<file path="src/rtl/uart_rx.sv">
// uart_rx - oversampling UART receiver with a one-entry output register.
//
// Hunts for a falling edge on the synchronised serial line and confirms the
// start bit at its midpoint. It then samples each data bit at the centre of
// its bit period, LSB first, and checks the stop bit. Completed bytes are
// handed to the consumer through a valid/ready register that holds one byte.
//
// Parameters
//   DATA_BITS   data bits per frame (at least 2)
//   OVERSAMPLE  baud_tick pulses per bit period (even, at least 4)
//
// Ports
//   Clk          in   system clock, rising edge
//   Reset        in   synchronous active-high reset
//   baud_tick    in   single-cycle oversample strobe
//   rx_i         in   asynchronous serial line, idle high
//   rx_data      out  received byte, valid while rx_valid=1
//   rx_valid     out  byte available, held until accepted
//   rx_ready     in   consumer accepts rx_data when rx_valid=1
//   frame_err    out  one-cycle pulse, stop bit sampled low
//   overrun_err  out  one-cycle pulse, completed byte dropped (register full)

module uart_rx #(
  parameter int DATA_BITS  = 8,
  parameter int OVERSAMPLE = 16
) (
  input  logic                 Clk,
  input  logic                 Reset,
  input  logic                 baud_tick,
  input  logic                 rx_i,
  output logic [DATA_BITS-1:0] rx_data,
  output logic                 rx_valid,
  input  logic                 rx_ready,
  output logic                 frame_err,
  output logic                 overrun_err
);

  localparam int TICK_W = $clog2(OVERSAMPLE);
  localparam int BIT_W  = (DATA_BITS > 1) ? $clog2(DATA_BITS) : 1;

  localparam logic [TICK_W-1:0] TICK_HALF = TICK_W'(OVERSAMPLE / 2 - 1);
  localparam logic [TICK_W-1:0] TICK_LAST = TICK_W'(OVERSAMPLE - 1);
  localparam logic [BIT_W-1:0]  BIT_LAST  = BIT_W'(DATA_BITS - 1);

  typedef enum logic [1:0] {
    IDLE,
    START,
    DATA,
    STOP
  } state_t;

  state_t                state;
  logic [TICK_W-1:0]     tick_cnt;
  logic [BIT_W-1:0]      bit_cnt;
  logic [DATA_BITS-1:0]  shift_reg;
  logic                  rx_meta;
  logic                  rx_s;

  logic                  stop_sample;
  logic                  frame_done;
  logic                  frame_bad;

  // Two-flop synchroniser. Both flops reset to the idle (high) level so that
  // leaving reset never looks like a falling edge.
  always_ff @(posedge Clk) begin
    if (Reset) begin
      rx_meta <= 1'b1;
      rx_s    <= 1'b1;
    end else begin
      rx_meta <= rx_i;
      rx_s    <= rx_meta;
    end
  end

  // The stop bit is judged at the centre of its bit period; this is the
  // only point where a frame either completes or is rejected.
  assign stop_sample = baud_tick && (state == STOP) && (tick_cnt == TICK_LAST);
  assign frame_done  = stop_sample && rx_s;
  assign frame_bad   = stop_sample && !rx_s;

  // Receive state machine and output register. The counters and the state
  // move only on baud_tick. The output handshake is evaluated on every clock
  // so the consumer never waits for the baud generator.
  always_ff @(posedge Clk) begin
    if (Reset) begin
      state       <= IDLE;
      tick_cnt    <= '0;
      bit_cnt     <= '0;
      shift_reg   <= '0;
      rx_data     <= '0;
      rx_valid    <= 1'b0;
      frame_err   <= 1'b0;
      overrun_err <= 1'b0;
    end else begin
      frame_err   <= frame_bad;
      overrun_err <= 1'b0;

      // A byte arriving while the consumer takes the old one replaces it
      // seamlessly. Only a full, unaccepted register causes an overrun.
      if (frame_done) begin
        if (!rx_valid || rx_ready) begin
          rx_data  <= shift_reg;
          rx_valid <= 1'b1;
        end else begin
          overrun_err <= 1'b1;
        end
      end else if (rx_valid && rx_ready) begin
        rx_valid <= 1'b0;
      end

      if (baud_tick) begin
        case (state)
          IDLE: begin
            if (!rx_s) begin
              state    <= START;
              tick_cnt <= '0;
            end
          end

          // Re-check the line half a bit after the edge. A line that is
          // high again was a glitch and is dropped without an error.
          START: begin
            if (tick_cnt == TICK_HALF) begin
              tick_cnt <= '0;
              bit_cnt  <= '0;
              state    <= rx_s ? IDLE : DATA;
            end else begin
              tick_cnt <= tick_cnt + 1'b1;
            end
          end

          // Start-bit centre plus a whole bit period lands on each data
          // bit's centre. Shifting right puts the first (LSB) bit at bit 0.
          DATA: begin
            if (tick_cnt == TICK_LAST) begin
              tick_cnt  <= '0;
              shift_reg <= {rx_s, shift_reg[DATA_BITS-1:1]};
              if (bit_cnt == BIT_LAST) begin
                bit_cnt <= '0;
                state   <= STOP;
              end else begin
                bit_cnt <= bit_cnt + 1'b1;
              end
            end else begin
              tick_cnt <= tick_cnt + 1'b1;
            end
          end

          STOP: begin
            if (tick_cnt == TICK_LAST) begin
              tick_cnt <= '0;
              state    <= IDLE;
            end else begin
              tick_cnt <= tick_cnt + 1'b1;
            end
          end

          default: begin
            state    <= IDLE;
            tick_cnt <= '0;
          end
        endcase
      end
    end
  end

endmodule
</file>
<file path="config.mk">
export PLATFORM = sky130hd
export DESIGN_NAME = uart_rx
export DESIGN_NICKNAME = d
export VERILOG_FILES = /design/src/rtl/uart_rx.sv
export SDC_FILE = /design/constraint.sdc
export NUM_CORES = 1
export LEC_CHECK = 0
export BUFFER_PORTS_ARGS = -buffer_cell sky130_fd_sc_hd__buf_2
export CAP_MARGIN = 0
export CELL_PAD_IN_SITES_DETAIL_PLACEMENT = 0
export CELL_PAD_IN_SITES_GLOBAL_PLACEMENT = 1
export CORE_MARGIN = 2
export CORE_UTILIZATION = 46
export DETAILED_ROUTE_END_ITERATION = 7
export PLACE_DENSITY_LB_ADDON = 0.1
export REMOVE_ABC_BUFFERS = 1
export SLEW_MARGIN = 20
export SYNTH_ARGS = -nofsm -noshare
export SYNTH_HDL_FRONTEND = slang
export SYNTH_SLANG_ARGS = --single-unit
</file>
<file path="constraint.sdc">
create_clock -name Clk -period 3.9 [get_ports Clk]
set_clock_uncertainty 0.2 [all_clocks]
set_input_delay 0.78 -clock Clk [delete_from_list [all_inputs] [get_ports Clk]]
set_output_delay 0.78 -clock Clk [all_outputs]
set_load 0.005 [all_outputs]
</file>
==> impl_metrics.py <==
metrics = {
    "global_route": {
        "grt_usage": 0.152,
        "antenna_found_initial": 0,
        "grt-ovfl-total": 0,
        "grt_pass1_vias": 915,
        "grt_pass1_wl_mm": 3.68,
        "grt_max_degree": 31,
    },
    "worst_setup_path": {
        "crit_family": "simple AND/OR/NAND/NOR gates",
        "setup.worst_path.class": "flip-flop to flip-flop",
        "worstPathArrival_ns": 1.96,
        "critPathLaunchType": "flip-flop",
        "crit_slowest_cell": "dfxtp_1",
        "cp_max_fo": 8,
        "path_buf_inv": 1,
        "crit_chain": "ha_1 -> nand4_2 -> nor4b_2 -> buf_4 -> mux2i_1 -> nor2_1",
        "end_kind": "flip-flop",
        "required_ns": 3.88,
        "max_stage_delay_ns": 0.41,
    },
    "yosys": {
        "synth_area_leaders": "dfxtp_1 47%, mux2i_1 17%, nor2_1 6.2%",
        "yosysTopAreaCellShare": 0.474,
        "yosysTopAreaCell": "dfxtp_1",
        "ys.warnings.count": 0,
        "mappedNetlistArea_um2": 1270,
        "yosysSeqAreaShare": 0.474,
        "ys_seq_elements": 30,
        "syn_inst": 129,
        "yosys.cell_types.count": 36,
        "avgSynthCellArea_um2": 9.83,
    },
    "min_path": {
        "min_path_type": "flip-flop to flip-flop",
    },
    "placed_design": {
        "dpl.hpwl_mm": 1.42,
        "post-place-ws_ns": 1.69,
        "routabilityCongestion": 0.766,
        "port_buffers": 15,
    },
    "power": {
        "powerDensity_nw_per_um2": 348,
        "leakage_nw": 0.519,
        "ir_worst_vdd_uv": 260,
    },
    "finish": {
        "diodes": 0,
        "final_nets": 151,
        "drive_above_1_share": 0.196,
        "final_common_cell": "dfxtp_1",
        "final_cell_mix": "30 x dfxtp_1, 21 x mux2i_1, 21 x nor2_1",
        "syn2layout_area_growth_pct": 9.48,
    },
    "sta": {
        "fin_ws_ns": 1.92,
        "fin_crit_sh": 0.507,
        "fin_tns_setup_ns": 0,
        "finalSetupViolCount": 0,
        "grt_setup_unrepaired": "no",
        "slew_headroom": 0.641,
        "fmax_mhz": 505,
        "hold_viol_final": 0,
        "fin_crit_ns": 1.98,
        "slew_viol_final": 0,
        "tightest_slew_ns": 0.534,
    },
    "clocking": {
        "cts_tree": "built",
        "clk_pin_slew_worst_paths_ns": 0.09,
        "htreeDepth": 2,
        "post_cts_buffers": 0,
        "cts_sinks": 30,
        "cts-root-buf": "clkbuf_4",
        "cts_resized": 0,
        "clkLatencyLatePin_ns": 0.32,
        "cts_made_buffers": 5,
        "clockBufferDepth": 2,
        "hold_buffers": 0,
    },
    "floorplan": {
        "row_count": 19,
        "io_pins": 16,
        "initial_core_util": 0.472,
        "die_h_um": 56.5,
        "fp.coreArea_um2": 2690,
        "die_x_um": 56.5,
        "die-area_um2": 3190,
    },
    "run_status": {
        "status": "finished clean",
    },
    "job": {
        "max_cap_violations": 0,
    },
    "detailed_routing": {
        "drt-pass1-iter-count": 4,
        "drt_iter0_drc": 28,
        "wirelength_mm": 2.08,
        "vias": 946,
        "drtAntennaViolNets": 0,
        "avgRoutedWirePerCell_um": 11.9,
        "drcViolationCount": 0,
        "post_drt_via_cell_ratio": 5.44,
    },
}
==> layer usage <==
| layer | up-vias | track usage | wire, µm |
|---|---|---|---|
| li1 | 478 | - | - |
| met1 | 443 | 0.163 | 961 |
| met2 | 20 | 0.239 | 971 |
| met3 | 5 | 0.0691 | 100 |
| met4 | 0 | 0.0986 | 45 |
| met5 | - | 0 | 0 |
==> where the power goes <==
group,internal [mW],total [mW],switching [mW]
Combinational,0.00416,0.0121,0.00791
Sequential,0.308,0.310,0.00199
Clock,0.0678,0.161,0.0936
==> cell usage after synthesis (all sizes together) <==
master and count:
dfxtp 30, mux2i 21, nor2 21, clkbuf 6, nand2 6, a21oi 5, buf 4, ha 3
o21ai 3, a31oi 2, inv 2, nand2b 2, nand3 2, nor3 2, nor3b 2, nor4b 2
or2 2, or3b 2, a211oi 1, a21o 1, a41oi 1, nand3b 1, nand4 1, nand4b 1
nor4 1, nor4bb 1, o211ai 1, o31ai 1, or3 1, xnor2 1
==> cell families (layout without fill, tap and decap cells) <==
group | count (synthesis) | after routing | share of synthesized area
and+or+nand+nor | 47 | 47 | 0.200
DFF | 30 | 30 | 0.474
xor gates and xnor gates | 1 | 1 | 0.00691
adders and majority gates | 3 | 3 | 0.0296
buffers and inverters | 12 | 26 | 0.0484
AOI/OAI and AO/OA | 15 | 15 | 0.0750
muxes | 21 | 21 | 0.166
==> through the flow <==
step,instances,utilization,hold slack [ns],power [mW],cell area [µm²]
2_1_floorplan,119,-,0.189,0.321,1210
3_3_place_gp,167,0.500,0.191,0.329,1340
3_5_place_dp,167,0.500,0.212,0.329,1340
4_1_cts,174,0.517,0.233,0.494,1390
5_1_grt,174,0.517,0.252,0.509,1390
6_report,174,0.517,0.226,0.483,1390
==> cell type report <==
type | instances | area (µm²)
inverter | 2 | 7.51
sequential | 30 | 601
fill | 263 | 1300
tap | 31 | 38.8
clock buffer | 7 | 45.0
timing repair buffer | 17 | 90.1
multi-input combinational | 87 | 606
==> final timing paths <==
path | startpoint | to | slack (ns) | cells after the start
worst min-delay path | rx_meta | rx_s | 0.23 | 1
worst max register to register | tick_cnt[0] | rx_data[4] | 1.92 | 6
worst min register to register | rx_meta | rx_s | 0.23 | 1
worst max-delay path | tick_cnt[0] | rx_data[4] | 1.92 | 6
(Power assumes the default switching activity.)
